## src/rtl/lowbit_sched_pkg.sv

```systemverilog
// lowbit_sched_pkg: shared constants and types for the lowbit request scheduler.
//   N_REQ / ID_W : requester count and width of the 1-based grant id
//   state_t      : scheduler FSM encoding (ST_IDLE / ST_OFFER)
//   ID_NONE, MASK_RST, LAST_RST : reset and "no grant" values
//   id_onehot()  : converts a 1-based id to its one-hot requester bit (0 -> none)
package lowbit_sched_pkg;

    localparam int N_REQ = 32;
    localparam int ID_W  = 6;

    typedef enum logic {
        ST_IDLE  = 1'b0,
        ST_OFFER = 1'b1
    } state_t;

    localparam logic [ID_W-1:0]  ID_NONE  = '0;
    localparam logic [N_REQ-1:0] MASK_RST = '1;
    localparam logic [4:0]       LAST_RST = 5'd31;

    function automatic logic [N_REQ-1:0] id_onehot(input logic [ID_W-1:0] id);
        logic [N_REQ-1:0] oh;
        logic [4:0]       idx;
        oh  = '0;
        idx = 5'(id - 6'd1);
        if (id != ID_NONE) oh[idx] = 1'b1;
        return oh;
    endfunction

endpackage

```

## src/rtl/lowbit_sched_if.sv

```systemverilog
// lowbit_sched_if: request / mask / grant bundle between the requesters, the
// service-port consumer and the scheduler.
//   req, mask_we, mask_wdata, rr_mode, gnt_ack : toward the scheduler
//   gnt_valid, gnt_id, pending, mask          : from the scheduler
// master = environment side, slave = scheduler side.
interface lowbit_sched_if;
    import lowbit_sched_pkg::*;

    logic [N_REQ-1:0] req;
    logic             mask_we;
    logic [N_REQ-1:0] mask_wdata;
    logic             rr_mode;
    logic             gnt_valid;
    logic [ID_W-1:0]  gnt_id;
    logic             gnt_ack;
    logic [N_REQ-1:0] pending;
    logic [N_REQ-1:0] mask;

    modport master (
        output req, mask_we, mask_wdata, rr_mode, gnt_ack,
        input  gnt_valid, gnt_id, pending, mask
    );

    modport slave (
        input  req, mask_we, mask_wdata, rr_mode, gnt_ack,
        output gnt_valid, gnt_id, pending, mask
    );

endinterface

```

## src/rtl/lowbit_sched_lowbit.sv

```systemverilog
// lowbit: 32-bit lowest-set-bit encoder.
//   i_vec : input vector
//   o_id  : 1-based index of the lowest set bit, 0 when i_vec is all zero
module lowbit
    import lowbit_sched_pkg::*;
(
    input  logic [N_REQ-1:0] i_vec,
    output logic [ID_W-1:0]  o_id
);

    // Scan downward so the last hit (lowest index) is the one that sticks.
    always_comb begin
        o_id = ID_NONE;
        for (int i = N_REQ - 1; i >= 0; i--) begin
            if (i_vec[i]) o_id = ID_W'(i + 1);
        end
    end

endmodule

```

## src/rtl/lowbit_sched.sv

```systemverilog
// lowbit_sched: 32-requester scheduler. Latches request pulses into a pending
// register, picks one eligible (pending & mask) requester by fixed lowest-index
// priority or round-robin, and offers its 1-based id on a valid/ack handshake.
//   clk     : rising-edge clock
//   reset_n : synchronous active-low reset
//   bus     : lowbit_sched_if.slave (req, mask write, rr_mode, grant handshake,
//             pending / mask status)
module lowbit_sched
    import lowbit_sched_pkg::*;
(
    input  logic           clk,
    input  logic           reset_n,
    lowbit_sched_if.slave  bus
);

    state_t           r_state;
    logic [N_REQ-1:0] r_pending;
    logic [N_REQ-1:0] r_mask;
    logic [4:0]       r_last;
    logic             r_gnt_valid;
    logic [ID_W-1:0]  r_gnt_id;

    logic [N_REQ-1:0] w_eligible;
    logic [N_REQ-1:0] w_above;
    logic [ID_W-1:0]  w_id_above;
    logic [ID_W-1:0]  w_id_all;
    logic [ID_W-1:0]  w_winner;
    logic             w_accept;
    logic [N_REQ-1:0] w_clr;

    assign w_eligible = r_pending & r_mask;

    // Bits strictly above the last accepted grant; empty when r_last = 31,
    // which makes round-robin fall back to plain lowest-index priority.
    for (genvar g = 0; g < N_REQ; g++) begin : g_above
        assign w_above[g] = (5'(g) > r_last);
    end

    lowbit u_lowbit_above (
        .i_vec (w_eligible & w_above),
        .o_id  (w_id_above)
    );

    lowbit u_lowbit_all (
        .i_vec (w_eligible),
        .o_id  (w_id_all)
    );

    // Round-robin wraps to bit 0 when nothing eligible lies above r_last.
    assign w_winner = (bus.rr_mode && (w_id_above != ID_NONE)) ? w_id_above : w_id_all;

    assign w_accept = r_gnt_valid & bus.gnt_ack;
    assign w_clr    = w_accept ? id_onehot(r_gnt_id) : '0;

    // A fresh req on the bit being cleared wins, so the requester re-pends.
    always_ff @(posedge clk) begin
        if (!reset_n) begin
            r_pending <= '0;
            r_mask    <= MASK_RST;
        end else begin
            r_pending <= (r_pending & ~w_clr) | bus.req;
            if (bus.mask_we) r_mask <= bus.mask_wdata;
        end
    end

    // Offer is held unchanged until acked; mask/rr_mode only affect the next
    // IDLE selection. Ack while IDLE is ignored.
    always_ff @(posedge clk) begin
        if (!reset_n) begin
            r_state     <= ST_IDLE;
            r_gnt_valid <= 1'b0;
            r_gnt_id    <= ID_NONE;
            r_last      <= LAST_RST;
        end else begin
            case (r_state)
                ST_IDLE: begin
                    if (w_eligible != '0) begin
                        r_gnt_id    <= w_winner;
                        r_gnt_valid <= 1'b1;
                        r_state     <= ST_OFFER;
                    end
                end
                ST_OFFER: begin
                    if (bus.gnt_ack) begin
                        r_last      <= 5'(r_gnt_id - 6'd1);
                        r_gnt_valid <= 1'b0;
                        r_gnt_id    <= ID_NONE;
                        r_state     <= ST_IDLE;
                    end
                end
                default: begin
                    r_gnt_valid <= 1'b0;
                    r_gnt_id    <= ID_NONE;
                    r_state     <= ST_IDLE;
                end
            endcase
        end
    end

    assign bus.gnt_valid = r_gnt_valid;
    assign bus.gnt_id    = r_gnt_id;
    assign bus.pending   = r_pending;
    assign bus.mask      = r_mask;

endmodule

```

## src/flat_wrapper.sv

```systemverilog
// flat-port wrapper written by rule: the top's interface ports become plain ports
module lowbit_sched_flat import lowbit_sched_pkg::*;
  (clk, reset_n, bus_req, bus_mask_we, bus_mask_wdata, bus_rr_mode, bus_gnt_ack, bus_gnt_valid, bus_gnt_id, bus_pending, bus_mask);
  lowbit_sched_if bus_i ();
  input  logic clk;
  input  logic reset_n;
  input wire logic [$bits(bus_i.req)-1:0] bus_req;
  input wire logic [$bits(bus_i.mask_we)-1:0] bus_mask_we;
  input wire logic [$bits(bus_i.mask_wdata)-1:0] bus_mask_wdata;
  input wire logic [$bits(bus_i.rr_mode)-1:0] bus_rr_mode;
  input wire logic [$bits(bus_i.gnt_ack)-1:0] bus_gnt_ack;
  output wire logic [$bits(bus_i.gnt_valid)-1:0] bus_gnt_valid;
  output wire logic [$bits(bus_i.gnt_id)-1:0] bus_gnt_id;
  output wire logic [$bits(bus_i.pending)-1:0] bus_pending;
  output wire logic [$bits(bus_i.mask)-1:0] bus_mask;
  assign bus_i.req = bus_req;
  assign bus_i.mask_we = bus_mask_we;
  assign bus_i.mask_wdata = bus_mask_wdata;
  assign bus_i.rr_mode = bus_rr_mode;
  assign bus_i.gnt_ack = bus_gnt_ack;
  assign bus_gnt_valid = bus_i.gnt_valid;
  assign bus_gnt_id = bus_i.gnt_id;
  assign bus_pending = bus_i.pending;
  assign bus_mask = bus_i.mask;
  lowbit_sched u_core (.clk(clk), .reset_n(reset_n), .bus(bus_i));
endmodule
```

## config.mk

```make
export PLATFORM = sky130hd
export DESIGN_NAME = lowbit_sched_flat
export DESIGN_NICKNAME = d
export VERILOG_FILES = /design/src/rtl/lowbit_sched_pkg.sv /design/src/rtl/lowbit_sched_if.sv /design/src/rtl/lowbit_sched_lowbit.sv /design/src/rtl/lowbit_sched.sv /design/src/flat_wrapper.sv
export SDC_FILE = /design/constraint.sdc
export NUM_CORES = 1
export LEC_CHECK = 0
export CORE_ASPECT_RATIO = 0.75
export CORE_MARGIN = 4
export CORE_UTILIZATION = 47
export CTS_CLUSTER_SIZE = 10
export DETAILED_ROUTE_END_ITERATION = 8
export GPL_TIMING_DRIVEN = 0
export MAX_ROUTING_LAYER = met4
export PLACE_DENSITY = 0.88
export SYNTH_ARGS = -nofsm -noshare
export SYNTH_HDL_FRONTEND = slang
export SYNTH_SLANG_ARGS = --single-unit
```

## constraint.sdc

```tcl
create_clock -name clk -period 2.85 [get_ports clk]
set_input_delay 0.285 -clock clk [delete_from_list [all_inputs] [get_ports clk]]
set_output_delay 0.285 -clock clk [all_outputs]
set_load 0.05 [all_outputs]
```

* Yosys cells after proc, flatten, opt, wreduce, memory -nomap -nowiden *
Cells that the tools add are included.

word-level totals
  bits in registers = 77
  input bits = 69
  output and inout bits = 71
  logic and storage cells = 135

operators by class
  add/sub/neg operators = 1
  magnitude comparators = 34
  equality and inequality tests = 2
  mux-type cells = 78
  bitwise operators = 7
  reductions and logical operators = 7

operator list
  operator                                                     count
  2-to-1 mux 6 bit                                             67
  bitwise AND 32 bit                                           3
  > comparator 5 bit (first input constant)                    16
  2-to-1 mux 32 bit                                            2
  > comparator 4 x 5 -> 1 bit (first input constant)           8
  inverter 32 bit                                              1
  OR 32 bit                                                    1
  nonzero test 32 bit                                          1
  > comparator 3 x 5 -> 1 bit (first input constant)           4
  case mux 6 bit (2 select lines)                              1
  nonzero test 6 bit                                           2
  > comparator 1 x 5 -> 1 bit (first input constant)           2
  > comparator 2 x 5 -> 1 bit (first input constant)           2
  less-than comparator 5 x 6 -> 1 bit (second input constant)  1
  demux 1 bit (select 5 bit)                                   1
  >= comparator 5 x 1 -> 1 bit (second input constant)         1
  2-to-1 mux 1 bit                                             5
  subtractor 5 x 1 -> 5 bit (second input constant)            1
  case mux 1 bit (2 select lines)                              2
  AND reduction 2 bit                                          2
  logical AND 1 bit                                            2
  inequality test 2 x 1 -> 1 bit (second input constant)       1
  inequality test 2 bit (second input constant)                1
  bitwise AND 1 bit                                            1
  inverter 1 bit                                               1

* Longest topological paths before layout *
  word-level depth = 39
  gate-level depth with buffers = 10
  depth with buffers taken out = 8

* Modules after synthesis *
From an unflattened synthesis, not the netlist that was laid out.

unflattened totals
  cells, all modules = 615
  area total of the unflattened synthesis = 4,580.6 µm²

by module, submodules not included
  module        times used  cells each  area an instance (µm²)  seq. area each (µm²)
  lowbit_sched  1           477         3,860.0                 1,541.5
  lowbit        2           69          360.3                   0.0

* Worst setup path after synthesis *
Ideal clock, no wire load.

  path type = reg-to-reg
  start point = reg u_core.r_gnt_id[0], in the netlist u_core.bus.gnt_id[0]
  end point = reg u_core.r_pending[7], in the netlist u_core.bus.pending[7]
  library setup time = 0.115 ns
  arrival = 2.154 ns
  required time = 2.735 ns
  setup slack = 0.581 ns
  cell stages (with the launch flop) = 8
  buffers on the path = 0
  period minus slack after synthesis = 2.269 ns
  cells stage by stage = dfxtp_1 > inv_1 > ha_1 > nor3b_1 > a21oi_1 > nand2_1 > o21a_1 > o21a_1

between the ends
  cells in the longest elaborated chain, start to end = 10
  elaborated cells between the ends (all ways) = 12
  classes of those cells = add/sub (1); order compare (2); mux (4); bitwise (3); reduce/logical (2)

RTL lines
  element                                                                                                    RTL line                source
  from (decl)                                                                                                lowbit_sched.sv:21      logic [ID_W-1:0] r_gnt_id;
  from (signal assigned)                                                                                     lowbit_sched.sv:78      r_gnt_id <= w_winner;
  subtractor 5 x 1 -> 5 bit                                                                                  lowbit_sched_pkg.sv:24  idx = 5'(id - 6'd1);
  less-than comparator 5 x 6 -> 1 bit (implied by the code) or >= comparator 5 x 1 -> 1 bit (tied branches)  lowbit_sched_pkg.sv:25  if (id != ID_NONE) oh[idx] = 1'b1;
  logical AND 1 bit (implied by the code)                                                                    lowbit_sched_pkg.sv:25
  2-to-1 mux 1 bit (implied by the code)                                                                     lowbit_sched_pkg.sv:25
  demux 1 bit (select 5 bit)                                                                                 -
  2-to-1 mux 32 bit (*)                                                                                      lowbit_sched_pkg.sv:25
  2-to-1 mux 32 bit (*)                                                                                      lowbit_sched.sv:53      assign w_clr = w_accept ? id_onehot(r_gnt_id) : '0;
  inverter 32 bit (*)                                                                                        lowbit_sched.sv:61      r_pending <= (r_pending & ~w_clr) | bus.req;
  bitwise AND 32 bit (*)                                                                                     lowbit_sched.sv:61
  OR 32 bit (*)                                                                                              lowbit_sched.sv:61
  to (signal assigned)                                                                                       lowbit_sched.sv:61
  to (decl)                                                                                                  lowbit_sched.sv:17      logic [N_REQ-1:0] r_pending;

Every way passes the cells marked *; elsewhere a longest branch is shown, timed or not.
A chain may end at the register's enable or synchronous reset.

* Worst setup path in the final report *
  start point = reg u_core.r_last[1]
  end point = reg u_core.r_gnt_id[0], in the netlist u_core.bus.gnt_id[0]

between the ends
  cells in the longest elaborated chain, start to end = 39
  elaborated cells between the ends (all ways) = 70
  classes of those cells = order compare (32); mux (35); bitwise (1); reduce/logical (2)

RTL lines
  element                              RTL line                   source
  from (decl)                          lowbit_sched.sv:19         logic [4:0] r_last;
  from (signal assigned)               lowbit_sched.sv:85         r_last <= 5'(r_gnt_id - 6'd1);
  > comparator 5 bit                   lowbit_sched.sv:36         assign w_above[g] = (5'(g) > r_last);
  bitwise AND 32 bit (*)               lowbit_sched.sv:40         .i_vec (w_eligible & w_above),
  2-to-1 mux 6 bit (31 in a row)       lowbit_sched_lowbit.sv:15  if (i_vec[i]) o_id = ID_W'(i + 1);
  2-to-1 mux 6 bit (*)                 lowbit_sched_lowbit.sv:15
  nonzero test 6 bit                   lowbit_sched.sv:50         assign w_winner = (bus.rr_mode && (w_id_above != ID_NONE)) ? w_id_above : w_id_all;
  logical AND 1 bit                    lowbit_sched.sv:50
  2-to-1 mux 6 bit (*)                 lowbit_sched.sv:50
  2-to-1 mux 6 bit (*)                 lowbit_sched.sv:77         if (w_eligible != '0) begin
  case mux 6 bit (2 select lines) (*)  lowbit_sched.sv:75         case (r_state)

Every way passes the cells marked *; elsewhere a longest branch is shown, timed or not. The select of a mux whose other input is x is not followed.

==> key figures <==
Route
  – Avg WL per Cell: 21.61 um
  – Vias per cell: 6.139
  – Drt initial violations: 481
  – First drt pass iteration count: 6
  – Via count: 5,194
  – Final ANT Viol Nets: 0
  – Routed WL: 18,280 um
  – DRC errors left: 0

Synthesis
  – Top-area cell type share of the netlist area: 34.27%
  – Cells after Synth: 566
  – Async SR Flop Fraction: 0%
  – Main combinational cell family by area after synthesis: compound AO/OA/AOI/OAI gates
  – Post-synth EDFFs: 0
  – Sequential area share after synthesis: 34.27%
  – Syn Area/Cell: 7.947 um^2
  – Synth Area in Compound Gates: 28.87%
  – Synth Register Bits: 77
  – Synth area leader: dfxtp_1
  – Top post-synthesis cells by area: dfxtp_1, nand2_1, mux2i_1, o21a_1, a21oi_1
  – Main synth FF type: dfxtp_1
  – Cell variety after synth: 62
  – Adder-cell share of the synthesized area: 1.391%
  – Syn. warnings: 0
  – Simple-Gate Fraction of Synth Area: 23.73%
  – Synth Net Count: 640
  – Cell Area, Synth: 0.004498 mm^2
  – Mux cell area share after synthesis: 7.566%
  – XOR/XNOR Fraction of Synth Area: 0.9736%

Floorplanning
  – Core Region: 0.009196 mm^2
  – Die area: 0.01122 mm^2
  – Num rows: 30
  – Die X: 121.0 um
  – I/O Pins: 140
  – Starting Density: 48.91%
  – Chip height: 92.72 um

Worst setup path
  – Startpoint Class: flip-flop
  – Worst path arrival time: 2990 ps
  – RR Endpoint: u_core.bus.gnt_id[0]$_SDFFE_PN0P_
  – Critical path type: flip-flop to flip-flop
  – R2r setup slk: 70 ps
  – Worst-path fanout max: 10
  – Worst EP required: 3060 ps
  – Crit end category: flip-flop
  – Reg2reg path depth: 9
  – Crit Reg-Reg Startpoint: u_core.r_last[1]$_SDFFE_PN1P_

Status
  – Status: finished clean

STA
  – Final cycle utilization of the critical path: 97.64%
  – Hold Slack: 450.9 ps
  – Final setup violation count: 0
  – Worst slew pin tran: 881.1 ps
  – Relative slew slack: 41.26%
  – Clock Skew: 6.016 ps
  – Slew Limit Fails: 0
  – Fmax: 359.3 MHz
  – Sum of negative setup slack: 0 ps
  – Final WS setup: 67.15 ps
  – Tmin final: 2783 ps
  – RSZ-0062 raised after global routing: no
  – Final Hold Viols: 0

Power and ir drop
  – Static Leak: 2.467 nW
  – Peak supply drop: 0.4122 mV
  – Power per Cell Area: 566.8 mW/mm^2

Final layout
  – Commonest cells after routing, fill and taps aside: clkdlybuf4s50_1, nand2_1, dfxtp_1
  – Layout cells sized above 1: 5.153%
  – Final cell count without fillers: 846
  – Commonest non-fill, non-tap cell in the layout: clkdlybuf4s50_1
  – # diodes: 0
  – Nets: 789
  – Area Overhead vs Synth: 40.36%

Placement
  – I/O Buffers: 138
  – GPL Wtd Cong: 0.9249
  – Placement Setup Slack: 118.4 ps
  – Placed Cells: 832
  – Detail Placement HPWL: 14,310 um

Global routing
  – Overall Global Routing Usage: 33.29%
  – Vias in the first global route: 4,957
  – Initial antenna violation count: 0
  – First-pass GRT wire length: 27,990 um
  – Largest net degree at the start of global routing: 13
  – Final global-route overflow total: 0

Min path
  – Hold Startpoint: bus_mask_we
  – WHS Path Cells: 3
  – Hold Crit Endpoint: u_core.bus.mask[5]$_SDFFE_PN1P_
  – Min-delay worst type: primary input to flip-flop

Clocking
  – Clk slew on worst S/H paths: 60 ps
  – Root Buffer: clkbuf_16
  – # clock sinks: 77
  – Post-CTS Hold Buffers: 0
  – Clk_lat worst skew: 340 ps
  – H-tree Lvls: 3
  – TritonCTS Buffers: 9
  – CTS tree: built
  – Maximum clock path buffer count: 2

Flow run
  – Total of max-cap violations: 0
==> how the worst max path moves through the flow <==
stage                                       from                                 to  slack [ps]  cells after the start
2_1_floorplan  u_core.bus.gnt_id[0]$_SDFFE_PN0P_   u_core.bus.pending[7]$_SDFF_PN0_         580                      7
3_5_place_dp       u_core.r_last[2]$_SDFFE_PN1P_  u_core.bus.gnt_id[0]$_SDFFE_PN0P_         120                      9
5_1_grt            u_core.r_last[1]$_SDFFE_PN1P_  u_core.bus.gnt_id[0]$_SDFFE_PN0P_           9                      9
6_report           u_core.r_last[1]$_SDFFE_PN1P_  u_core.bus.gnt_id[0]$_SDFFE_PN0P_          70                      9
4_1_cts            u_core.r_last[2]$_SDFFE_PN1P_  u_core.bus.gnt_id[0]$_SDFFE_PN0P_         100                      9
3_3_place_gp       u_core.r_last[2]$_SDFFE_PN1P_  u_core.bus.gnt_id[0]$_SDFFE_PN0P_          50                      9
==> per-stage QoR <==
stage	total power, mW	instance area (um^2)	utilization, %
2_1_floorplan	2.052	4498	-
3_3_place_gp	2.508	6040	65.67
3_5_place_dp	2.532	6040	65.67
4_1_cts	3.543	6295	68.45
5_1_grt	3.709	6314	68.65
6_report	3.578	6314	68.65
==> cell usage after synthesis, drive strengths merged, types with 4 or more instances <==
cell type    n
a21boi       4
a21oi       31
a221oi       4
a22oi       11
a31oi        9
a32oi        4
and2        17
and3         4
buf         13
clkbuf      13
dfxtp       77
ha           5
inv          7
mux2i       34
nand2      117
nand3       12
nand4       11
nor2        22
nor2b       18
nor3        11
o2111ai      4
o211ai      14
o21a        45
o21ai       25
o22ai        4
o31ai        4
or2          6
==> per-layer routing <==
layer / up-vias / GRT usage (%) / part of all wire [%]
li1: 2367 / - / -
met5: - / - / 0
met2: 338 / 48.04 / 43
met4: 0 / 9.811 / 1.6
met3: 29 / 8.791 / 11
met1: 2460 / 45.65 / 45
==> what timing repair did <==
| action | 4_1_cts | 5_1_grt |
|---|---|---|
| setup endpoints to repair | 0 | 4 |
| resized for setup | 0 | 7 |
| buffers inserted | 0 | 0 |
==> cell type report <==
cell class	count	area, um^2
clock buffers	9	225.2
fillers	727	2883
repair buffers	138	1381
well taps	128	160.2
plain buffers	26	123.9
multi-input cells	456	2824
flip-flops and latches	77	1543
clock inverters	5	30.03
inverters	7	26.28
==> worst max-delay path, stage by stage, from the launching register on <==
cell       delay [ps]
dfxtp_1           490
clkbuf_4          300
nand2_1           200
o21bai_1          260
o21a_1            190
o2111ai_1         150
a311oi_2          310
a31oi_1           190
nand2b_4          210
o211ai_1          350
==> where the power goes <==
| part | total (mW) | switching, mW | internal (mW) |
|---|---|---|---|
| clock network | 1.03 | 0.453 | 0.575 |
| logic | 1.28 | 0.819 | 0.466 |
| registers | 1.27 | 0.109 | 1.16 |
| total | 3.58 | 1.38 | 2.20 |
==> kinds of logic after synthesis <==
kind of cell | after synthesis
AO/OA/AOI/OAI | 185
XOR/XNOR | 5
adder cells (fa/ha/maj) | 5
buffers and inverters | 33
flip-flops | 77
multiplexers | 34
AND/OR/NAND/NOR | 227
==> flip-flops by register name, indices dropped and copies added (netlist names) <==
register              flops
u_core.bus.mask          32
u_core.bus.pending       32
u_core.bus.gnt_id         6
u_core.r_last             5
u_core.bus.gnt_valid      1
u_core.r_state            1
Note: power is estimated with default switching activity, not from simulation.
